`config.mk`:
```
export PLATFORM = sky130hd
export DESIGN_NAME = slave_out
export DESIGN_NICKNAME = d
export VERILOG_FILES = /design/src/rtl/sysbus_pkg.sv /design/src/rtl/byte_skid_buf.sv /design/src/rtl/slave_out.sv
export SDC_FILE = /design/constraint.sdc
export NUM_CORES = 1
export LEC_CHECK = 0
export ABC_AREA = 1
export ABC_CLOCK_PERIOD_IN_PS = 1550
export CAP_MARGIN = 25
export CORE_ASPECT_RATIO = 1.4
export CORE_MARGIN = 5
export CORE_UTILIZATION = 51
export DETAILED_ROUTE_END_ITERATION = 10
export PLACE_DENSITY = 0.75
export SETUP_SLACK_MARGIN = 0.4
export SYNTH_ARGS = -nofsm -noshare
export SYNTH_HDL_FRONTEND = slang
export SYNTH_HIERARCHICAL = 1
export SYNTH_SLANG_ARGS = --single-unit
```
`constraint.sdc`:
```
create_clock -name clk -period 1.55 [get_ports clk]
set_clock_uncertainty 0.05 [all_clocks]
set_input_delay 0.31 -clock clk [delete_from_list [all_inputs] [get_ports clk]]
set_output_delay 0.31 -clock clk [all_outputs]
set_load 0.02 [all_outputs]
```
`src/rtl/sysbus_pkg.sv`:
```
// Shared definitions for the serial slave-output port and its master-side peer:
// state encoding, default widths and small helpers used by both ends.
package sysbus_pkg;

    // Default bits per serial byte.
    localparam int SYSBUS_BYTE_W  = 8;
    // Default width of the burst length field and the byte counter.
    localparam int SYSBUS_BURST_W = 12;

    // Response sequencer states.
    typedef enum logic [2:0] {
        ST_IDLE  = 3'd0,
        ST_FETCH = 3'd1,
        ST_OFFER = 3'd2,
        ST_SHIFT = 3'd3,
        ST_DONE  = 3'd4
    } sysbus_state_e;

    // Width needed to index one bit of a byte of the given width.
    function automatic int idx_width(input int byte_w);
        int w;
        w = 1;
        while ((1 << w) < byte_w) begin
            w = w + 1;
        end
        return w;
    endfunction

    // True when the state is one in which a byte is being put on the wire.
    function automatic logic is_sending(input sysbus_state_e st);
        logic r;
        case (st)
            ST_OFFER: r = 1'b1;
            ST_SHIFT: r = 1'b1;
            default:  r = 1'b0;
        endcase
        return r;
    endfunction

endpackage

```
`src/rtl/byte_skid_buf.sv`:
```
// One-entry prefetch register with valid/ready handshakes on both sides.
// The entry accepts only when empty and releases only when full, so a push
// and a pop never fall in the same cycle.
module byte_skid_buf
    import sysbus_pkg::*;
#(
    parameter int W = SYSBUS_BYTE_W
) (
    input  logic         clk,
    input  logic         reset,
    input  logic         in_valid,
    output logic         in_ready,
    input  logic [W-1:0] in_data,
    output logic         out_valid,
    input  logic         out_ready,
    output logic [W-1:0] out_data
);

    logic         full_r;
    logic [W-1:0] data_r;

    // Entry occupancy and payload, cleared by the synchronous reset.
    always_ff @(posedge clk) begin
        if (!reset) begin
            full_r <= 1'b0;
            data_r <= {W{1'b0}};
        end else if (in_valid && !full_r) begin
            full_r <= 1'b1;
            data_r <= in_data;
        end else if (out_ready && full_r) begin
            full_r <= 1'b0;
        end else begin
            full_r <= full_r;
        end
    end

    assign in_ready  = !full_r;
    assign out_valid = full_r;
    assign out_data  = data_r;

endmodule

```
`src/rtl/slave_out.sv`:
```
// Serial read-response sender: fetches burst_num+1 bytes from slave memory
// and shifts each out LSB first, offering bit 0 with slave_valid until the
// master is ready, then streaming the remaining bits unconditionally.
// All outputs are decoded from registered state only.
module slave_out
    import sysbus_pkg::*;
#(
    parameter int BYTE_W  = SYSBUS_BYTE_W,
    parameter int BURST_W = SYSBUS_BURST_W
) (
    input  logic               clk,
    input  logic               reset,
    input  logic               start,
    input  logic [BURST_W-1:0] burst_num,
    input  logic [BYTE_W-1:0]  data_in,
    input  logic               data_in_valid,
    output logic               data_in_ready,
    input  logic               master_ready,
    output logic               slave_valid,
    output logic               tx_data,
    output logic               busy,
    output logic               resp_done
);

    localparam int IDX_W = idx_width(BYTE_W);
    localparam logic [IDX_W-1:0] LAST_IDX = IDX_W'(BYTE_W - 1);

    sysbus_state_e      state_r, state_n;
    logic [BYTE_W-1:0]  shift_r, shift_n;
    logic [IDX_W-1:0]   idx_r, idx_n;
    logic [BURST_W-1:0] cnt_r, cnt_n;
    logic [BURST_W-1:0] burst_r, burst_n;

    logic               more_s;
    logic               prefetch_ready_s;
    logic               pop_s;
    logic               skid_in_ready_s;
    logic               skid_valid_s;
    logic [BYTE_W-1:0]  skid_data_s;

    // A further byte is still owed after the one currently being sent.
    assign more_s = (cnt_r != burst_r);

    byte_skid_buf #(
        .W(BYTE_W)
    ) u_prefetch (
        .clk       (clk),
        .reset     (reset),
        .in_valid  (data_in_valid && prefetch_ready_s),
        .in_ready  (skid_in_ready_s),
        .in_data   (data_in),
        .out_valid (skid_valid_s),
        .out_ready (pop_s),
        .out_data  (skid_data_s)
    );

    // Output decode from the registered state, counter and prefetch occupancy.
    always_comb begin
        slave_valid      = 1'b0;
        tx_data          = 1'b0;
        busy             = 1'b0;
        resp_done        = 1'b0;
        data_in_ready    = 1'b0;
        prefetch_ready_s = 1'b0;
        case (state_r)
            ST_IDLE: begin
                busy = 1'b0;
            end
            ST_FETCH: begin
                busy          = 1'b1;
                // A byte already parked in the prefetch entry is used first.
                data_in_ready = !skid_valid_s;
            end
            ST_OFFER: begin
                busy             = 1'b1;
                slave_valid      = 1'b1;
                tx_data          = shift_r[0];
                prefetch_ready_s = skid_in_ready_s && more_s;
                data_in_ready    = prefetch_ready_s;
            end
            ST_SHIFT: begin
                busy             = 1'b1;
                tx_data          = shift_r[idx_r];
                prefetch_ready_s = skid_in_ready_s && more_s;
                data_in_ready    = prefetch_ready_s;
            end
            ST_DONE: begin
                busy      = 1'b1;
                resp_done = 1'b1;
            end
            default: begin
                busy = 1'b0;
            end
        endcase
    end

    // Next-state, shift register, bit index and byte counter updates.
    always_comb begin
        state_n = state_r;
        shift_n = shift_r;
        idx_n   = idx_r;
        cnt_n   = cnt_r;
        burst_n = burst_r;
        pop_s   = 1'b0;
        case (state_r)
            ST_IDLE: begin
                if (start) begin
                    burst_n = burst_num;
                    cnt_n   = {BURST_W{1'b0}};
                    idx_n   = {IDX_W{1'b0}};
                    state_n = ST_FETCH;
                end else begin
                    state_n = ST_IDLE;
                end
            end
            ST_FETCH: begin
                if (skid_valid_s) begin
                    pop_s   = 1'b1;
                    shift_n = skid_data_s;
                    idx_n   = {IDX_W{1'b0}};
                    state_n = ST_OFFER;
                end else if (data_in_valid) begin
                    shift_n = data_in;
                    idx_n   = {IDX_W{1'b0}};
                    state_n = ST_OFFER;
                end else begin
                    state_n = ST_FETCH;
                end
            end
            ST_OFFER: begin
                if (master_ready) begin
                    idx_n   = {{(IDX_W-1){1'b0}}, 1'b1};
                    state_n = ST_SHIFT;
                end else begin
                    state_n = ST_OFFER;
                end
            end
            ST_SHIFT: begin
                if (idx_r == LAST_IDX) begin
                    if (!more_s) begin
                        state_n = ST_DONE;
                    end else begin
                        cnt_n = cnt_r + BURST_W'(1);
                        if (skid_valid_s) begin
                            pop_s   = 1'b1;
                            shift_n = skid_data_s;
                            idx_n   = {IDX_W{1'b0}};
                            state_n = ST_OFFER;
                        end else begin
                            state_n = ST_FETCH;
                        end
                    end
                end else begin
                    idx_n = idx_r + IDX_W'(1);
                end
            end
            ST_DONE: begin
                state_n = ST_IDLE;
            end
            default: begin
                state_n = ST_IDLE;
            end
        endcase
    end

    // State register; reset wins over everything, including a start.
    always_ff @(posedge clk) begin
        if (!reset) begin
            state_r <= ST_IDLE;
            shift_r <= {BYTE_W{1'b0}};
            idx_r   <= {IDX_W{1'b0}};
            cnt_r   <= {BURST_W{1'b0}};
            burst_r <= {BURST_W{1'b0}};
        end else begin
            state_r <= state_n;
            shift_r <= shift_n;
            idx_r   <= idx_n;
            cnt_r   <= cnt_n;
            burst_r <= burst_n;
        end
    end

endmodule

```
==> Word level (Yosys, flattened, before mapping) <==
Index checks and enable logic that the tools add are counted.
{ "totals": {"ff_bits": 47, "elab_cells": 80, "out_inout_bits": 5} }
{ "op_classes": {"n_eq_ne": 14, "reduce_logical": 16, "mux": 40, "addsub": 2, "n_lt_le_gt_ge": 1} }
{ "op_table": {"columns": ["operator", "count"], "rows": [
  ["8-bit two-way mux", 5],
  ["12-bit two-way mux", 3],
  ["3-bit two-way mux", 9],
  ["12-bit one-hot mux with 2 select lines", 1],
  ["3-bit one-hot mux with 4 select lines", 2],
  ["8-bit one-hot mux with 2 select lines", 1],
  ["12-bit by 1-bit adder with 12-bit output, second input constant", 1],
  ["1-bit two-way mux", 12],
  ["12-bit inequality test", 1],
  ["2-bit inequality test, second input constant", 4],
  ["3-bit by 2-bit == test with 1-bit output, second input constant", 2],
  ["3-bit == test, second input constant", 2],
  ["2-bit two-way mux", 3],
  ["3-bit by 2-bit inequality test with 1-bit output, second input constant", 2],
  ["1-bit one-hot mux with 2 select lines", 3],
  ["6-bit AND reduction", 1],
  ["2-bit nonzero test", 3],
  ["5-bit AND reduction", 1],
  ["1-bit logical AND", 4],
  ["3-bit by 4-bit < comparator with 1-bit output, second input constant", 1],
  ["4-bit AND reduction", 1],
  ["4-bit nonzero test", 1],
  ["4-bit OR reduction", 1],
  ["3-bit by 1-bit adder with 3-bit output, second input constant", 1],
  ["other kinds (8)", 8]
]} }

==> Longest topological paths before layout <==
{ "logic_depth": {"ltp_word": 7, "ltp_mapped": 15} }

==> Cells and area by module <==
Netlist, hierarchy kept.
{ "by_module_without_submodules": {"columns": ["module", "cells_each", "seq_area_each_um2", "area_each_um2", "n_inst"], "rows": [
  ["slave_out", 401, 760.7, 2462.4, 1],
  ["byte_skid_buf", 58, 180.2, 394.1, 1]
]} }

==> Worst setup path before layout <==
OpenSTA, ideal clock, no wires.
{ "synth_path": {"kind": "register to output", "start": "register state_r[2]", "end": "output port tx_data", "path_stages_with_launch": 6, "setup_slack_ps": -289, "arrival_time_ps": 1479, "path_buffers": 0, "path_cell_list": "dfxtp_1 inv_2 nand2_1 nor2_1 inv_1 o21ai_0"} }
{ "synth_between": {"elab_chain_len": 2} }
{ "synth_lines": {"columns": ["item", "line", "source"], "rows": [
  ["from (decl)", "slave_out.sv:28", "sysbus_state_e state_r, state_n;"],
  ["from (signal assigned)", "slave_out.sv:175", "state_r <= state_n;"],
  ["3-bit by 2-bit == test with 1-bit output", "slave_out.sv:65", "case (state_r)"],
  ["1-bit one-hot mux with 2 select lines *", "slave_out.sv:65", null],
  ["to (decl)", "slave_out.sv:20", "output logic tx_data,"]
]} }
Every way passes the cells marked *; elsewhere a longest branch is shown, timed or not.

==> Final worst setup path <==
{ "layout_path": {"start": "register cnt_r[0]", "end": "register idx_r[0]"} }
{ "layout_between": {"elab_chain_len": 3} }
{ "layout_lines": {"columns": ["item", "line", "source"], "rows": [
  ["from (decl)", "slave_out.sv:31", "logic [BURST_W-1:0] cnt_r, cnt_n;"],
  ["from (signal assigned)", "slave_out.sv:172", "cnt_r <= {BURST_W{1'b0}};"],
  ["from (signal assigned)", "slave_out.sv:178", "cnt_r <= cnt_n;"],
  ["12-bit inequality test", "slave_out.sv:42", "assign more_s = (cnt_r != burst_r);"],
  ["3-bit inequality test (no line)", null, null],
  ["6-bit AND reduction (no line)", null, null],
  ["to (signal assigned)", "slave_out.sv:171", "idx_r <= {IDX_W{1'b0}};"],
  ["to (signal assigned)", "slave_out.sv:177", "idx_r <= idx_n;"],
  ["to (decl)", "slave_out.sv:30", "logic [IDX_W-1:0] idx_r, idx_n;"]
]} }
No other way between the ends.
A chain may end at the register's enable or synchronous reset.

==> results.toml <==
[outcome]
status = "finished, violations left"
violations = "setup timing"

[yosys]
synth_edf_count = 0
ys_seq_area_share_pct = 32.94
postSynth.asyncResetShare_pct = 0
synthFlopType = "dfxtp_1"
ys_ff_latch = 47
syn_area_per_cell_um2 = 6.223
ys_types = 31
syn-cell-area_um2 = 2856
syn_inst = 459
syn_nets = 487
yosysWarnings = 6

[timing]
slew_violations = 0
final.setup.tns_ns = -12.31
rsz0062_at_grt = "yes"
setup_viol = 41
min_period_over_period_pct = 136.4
fmax_ghz = 0.4730
min_period_ns = 2.114
relSlewSlack_pct = 77.52
hold_violations = 0
worstMarginPinSlew_ns = 0.3344
hold_slack_ns = 0.4344
setup_slack_ns = -0.5641

[route]
drtIter0Drc = 462
drt_wl_total_um = 11510
viasPerCell = 5.750
dr.pass1.iters = 5
final_antenna_net_count = 0
via_count = 3755
wl_per_cell_um = 17.62
drc_errors = 0

[setup_path]
crit_path_max_fanout = 5
worstPathRequired_ns = 1.71
cp_top_family = "simple AND/OR/NAND/NOR gates"
critPathMaxStageDelay_ns = 0.38
endpoint_kind = "flip-flop"
path_cells = "inv_2 > nand2_1 > nand2_1 > nor2_1 > nand2_1 > nor2_4 > buf_6 > buf_6 > buf_6 > buf_6 > buf_6 > buf_6 > nand4_1 > nand2_2 > nor2_1 > nor2_1"
critPathMostFrequentCell = "buf_6"
cp.buffers_inverters = 7
crit_type = "flip-flop to flip-flop"
critPathLaunchType = "flip-flop"
slowest_stage = "dfxtp_4"
crit_arrival_ns = 2.27

[clocking]
clock_latency_ns = 0.32
cts_hold_buf = 0
root_buffer = "clkbuf_8"
cts-buffers-inserted = 5
clk_pin_slew_ns = 0.10
cts_tree = "done"
cts_htree_levels = 2
cts_sinks = 47
clock_path_buffers = 2

[grt]
grt_max_degree = 30
grt-ovfl-total = 0
grt_first_pass_wirelength_um = 15560
grt_usage_pct = 27.45
grt_pass1_vias = 3546
antenna_found_initial = 0

[finish]
final_area_um2 = 4629
syn2layout_area_growth_pct = 62.07
drive_gt1_share_pct = 41.71
final_core_util_pct = 84.40
final_cells = 653
antenna_cells = 0
fin_nets = 612

[placed_design]
post-place-cells = 616
dpl_cell_area_um2 = 3844
numPortBuffers = 29
place_congestion = 0.8453
preCtsSetupSlack_ns = -0.4994
hpwlAfterDp_um = 6203

[floorplan]
fp.dieH_um = 98.55
core.rowCount = 32
die_area_um2 = 7219
core_um2 = 5485
ios = 30
start_util_pct = 52.08
die_w_um = 73.25

[worst_hold_path]
hp-class = "flip-flop to flip-flop"

[power_and_ir_drop]
ir_worst_vdd_v = 0.0006736
power_density_nw_per_um2 = 815.4
power_mw = 3.775
leakage_nw = 1.994

[job]
maxCapViolations = 0
[area by class of cell]
cell class / instances / area (um^2)
clock buffers: 6 / 72.57
flip-flops and latches: 47 / 978.4
fillers: 313 / 855.8
well taps: 68 / 85.08
repair buffers: 132 / 1245
multi-input cells: 341 / 2009
inverters: 57 / 226.5
clock inverters: 2 / 12.51
[final timing paths]
kind / start / end / slack, ns / depth (start not counted)
worst max-delay path: cnt_r[0]$_SDFFE_PN0P_ / idx_r[0]$_SDFFE_PN0P_ / -0.56 / 16
worst min-delay path: u_prefetch/out_data[6]$_SDFFE_PN0P_ / u_prefetch/out_data[6]$_SDFFE_PN0P_ / 0.43 / 2
worst max register to register: cnt_r[0]$_SDFFE_PN0P_ / idx_r[0]$_SDFFE_PN0P_ / -0.56 / 16
worst min register to register: u_prefetch/out_data[6]$_SDFFE_PN0P_ / u_prefetch/out_data[6]$_SDFFE_PN0P_ / 0.43 / 2
[repair_timing]
action | CTS | global route
endpoints found under the setup margin | 52 | 52
gates cloned | 5 | 0
setup buffers | 16 | 8
gates resized for setup | 112 | 67
pin swaps | 22 | 31
[registers in the layout (all words and copies together) (netlist names)]
signal / count
burst_r: 12
cnt_r: 12
idx_r: 3
shift_r: 8
state_r: 3
u_prefetch/out_data: 8
u_prefetch/out_valid: 1
[kinds of logic after synthesis]
| kind of cell | count (synthesis) | share of synthesized area, % |
|---|---|---|
| flip-flops | 47 | 32.94 |
| AO/OA/AOI/OAI | 54 | 10.16 |
| buffers and inverters | 73 | 10.91 |
| AND/OR/NAND/NOR | 272 | 41.26 |
| adder cells (fa/ha/maj) | 3 | 1.314 |
| multiplexers | 4 | 1.577 |
| XOR/XNOR | 6 | 1.840 |
[power by group]
part	switching (mW)	leakage (nW)	internal, mW	total, mW
Sequential	0.0962	0.394	1.31	1.41
Combinational	0.823	1.56	0.767	1.59
Clock	0.459	0.0412	0.317	0.775
[Yosys cell counts, types with 2 or more instances]
library cell	count	area share [%]
nor2_2	3	0.66
a21oi_1	29	5.1
xor2_1	3	0.92
nand3_1	27	4.7
clkinv_1	2	0.26
buf_2	6	1.1
nand2_1	137	18
inv_2	11	1.4
clkbuf_1	6	0.79
buf_6	4	1.6
mux2_1	4	1.6
nor2_1	71	9.3
xnor2_1	3	0.92
inv_1	44	5.8
ha_1	3	1.3
nand2_2	4	0.88
o21ai_0	19	3.3
nand4_1	23	5.0
nand3_2	2	0.70
dfxtp_1	47	33
[per-layer routing]
layer	vias up	wire length, um	GRT usage, %	share of wire, %
met4	0	899	13.92	7.8
met1	1739	3623	25.74	31
met3	87	715	4.592	6.2
met5	-	0	0	0
met2	211	6267	53.89	54
li1	1718	-	-	-
[worst register-to-register path: stages, from the launching register on]
cell and delay, ns:
dfxtp_4 0.38, inv_2 0.06, nand2_1 0.06, nand2_1 0.08, nor2_1 0.06, nand2_1 0.10, nor2_4 0.05, buf_6 0.11
buf_6 0.10, buf_6 0.10, buf_6 0.10, buf_6 0.10, buf_6 0.10, nand4_1 0.12, nand2_2 0.15, nor2_1 0.21
nor2_1 0.07
[placed cells by master (no fill, tap or decap), types with 2 or more instances in the layout]
| cell | n |
|---|---|
| o21ai_0 | 5 |
| o21ai_1 | 3 |
| buf_12 | 4 |
| inv_1 | 33 |
| nor2_1 | 52 |
| nand3_2 | 3 |
| nor2_4 | 14 |
| a21oi_2 | 8 |
| dfxtp_1 | 23 |
| buf_8 | 2 |
| clkinv_1 | 2 |
| mux2_1 | 3 |
| nand4_1 | 23 |
| nand2_2 | 17 |
| nand2_1 | 119 |
| nand3_1 | 23 |
| a21oi_1 | 21 |
| inv_4 | 5 |
| nor2_2 | 9 |
| nand2_4 | 4 |
| inv_2 | 17 |
| xor2_1 | 3 |
| xnor2_2 | 2 |
| buf_6 | 29 |
| dfxtp_4 | 3 |
| ha_4 | 3 |
| nor3_2 | 2 |
| clkdlybuf4s50_1 | 24 |
| dfxtp_2 | 21 |
| o21ai_2 | 12 |
| clkbuf_8 | 5 |
| nand3_4 | 5 |
| buf_4 | 72 |
Note: power is estimated with default switching activity, not from simulation.
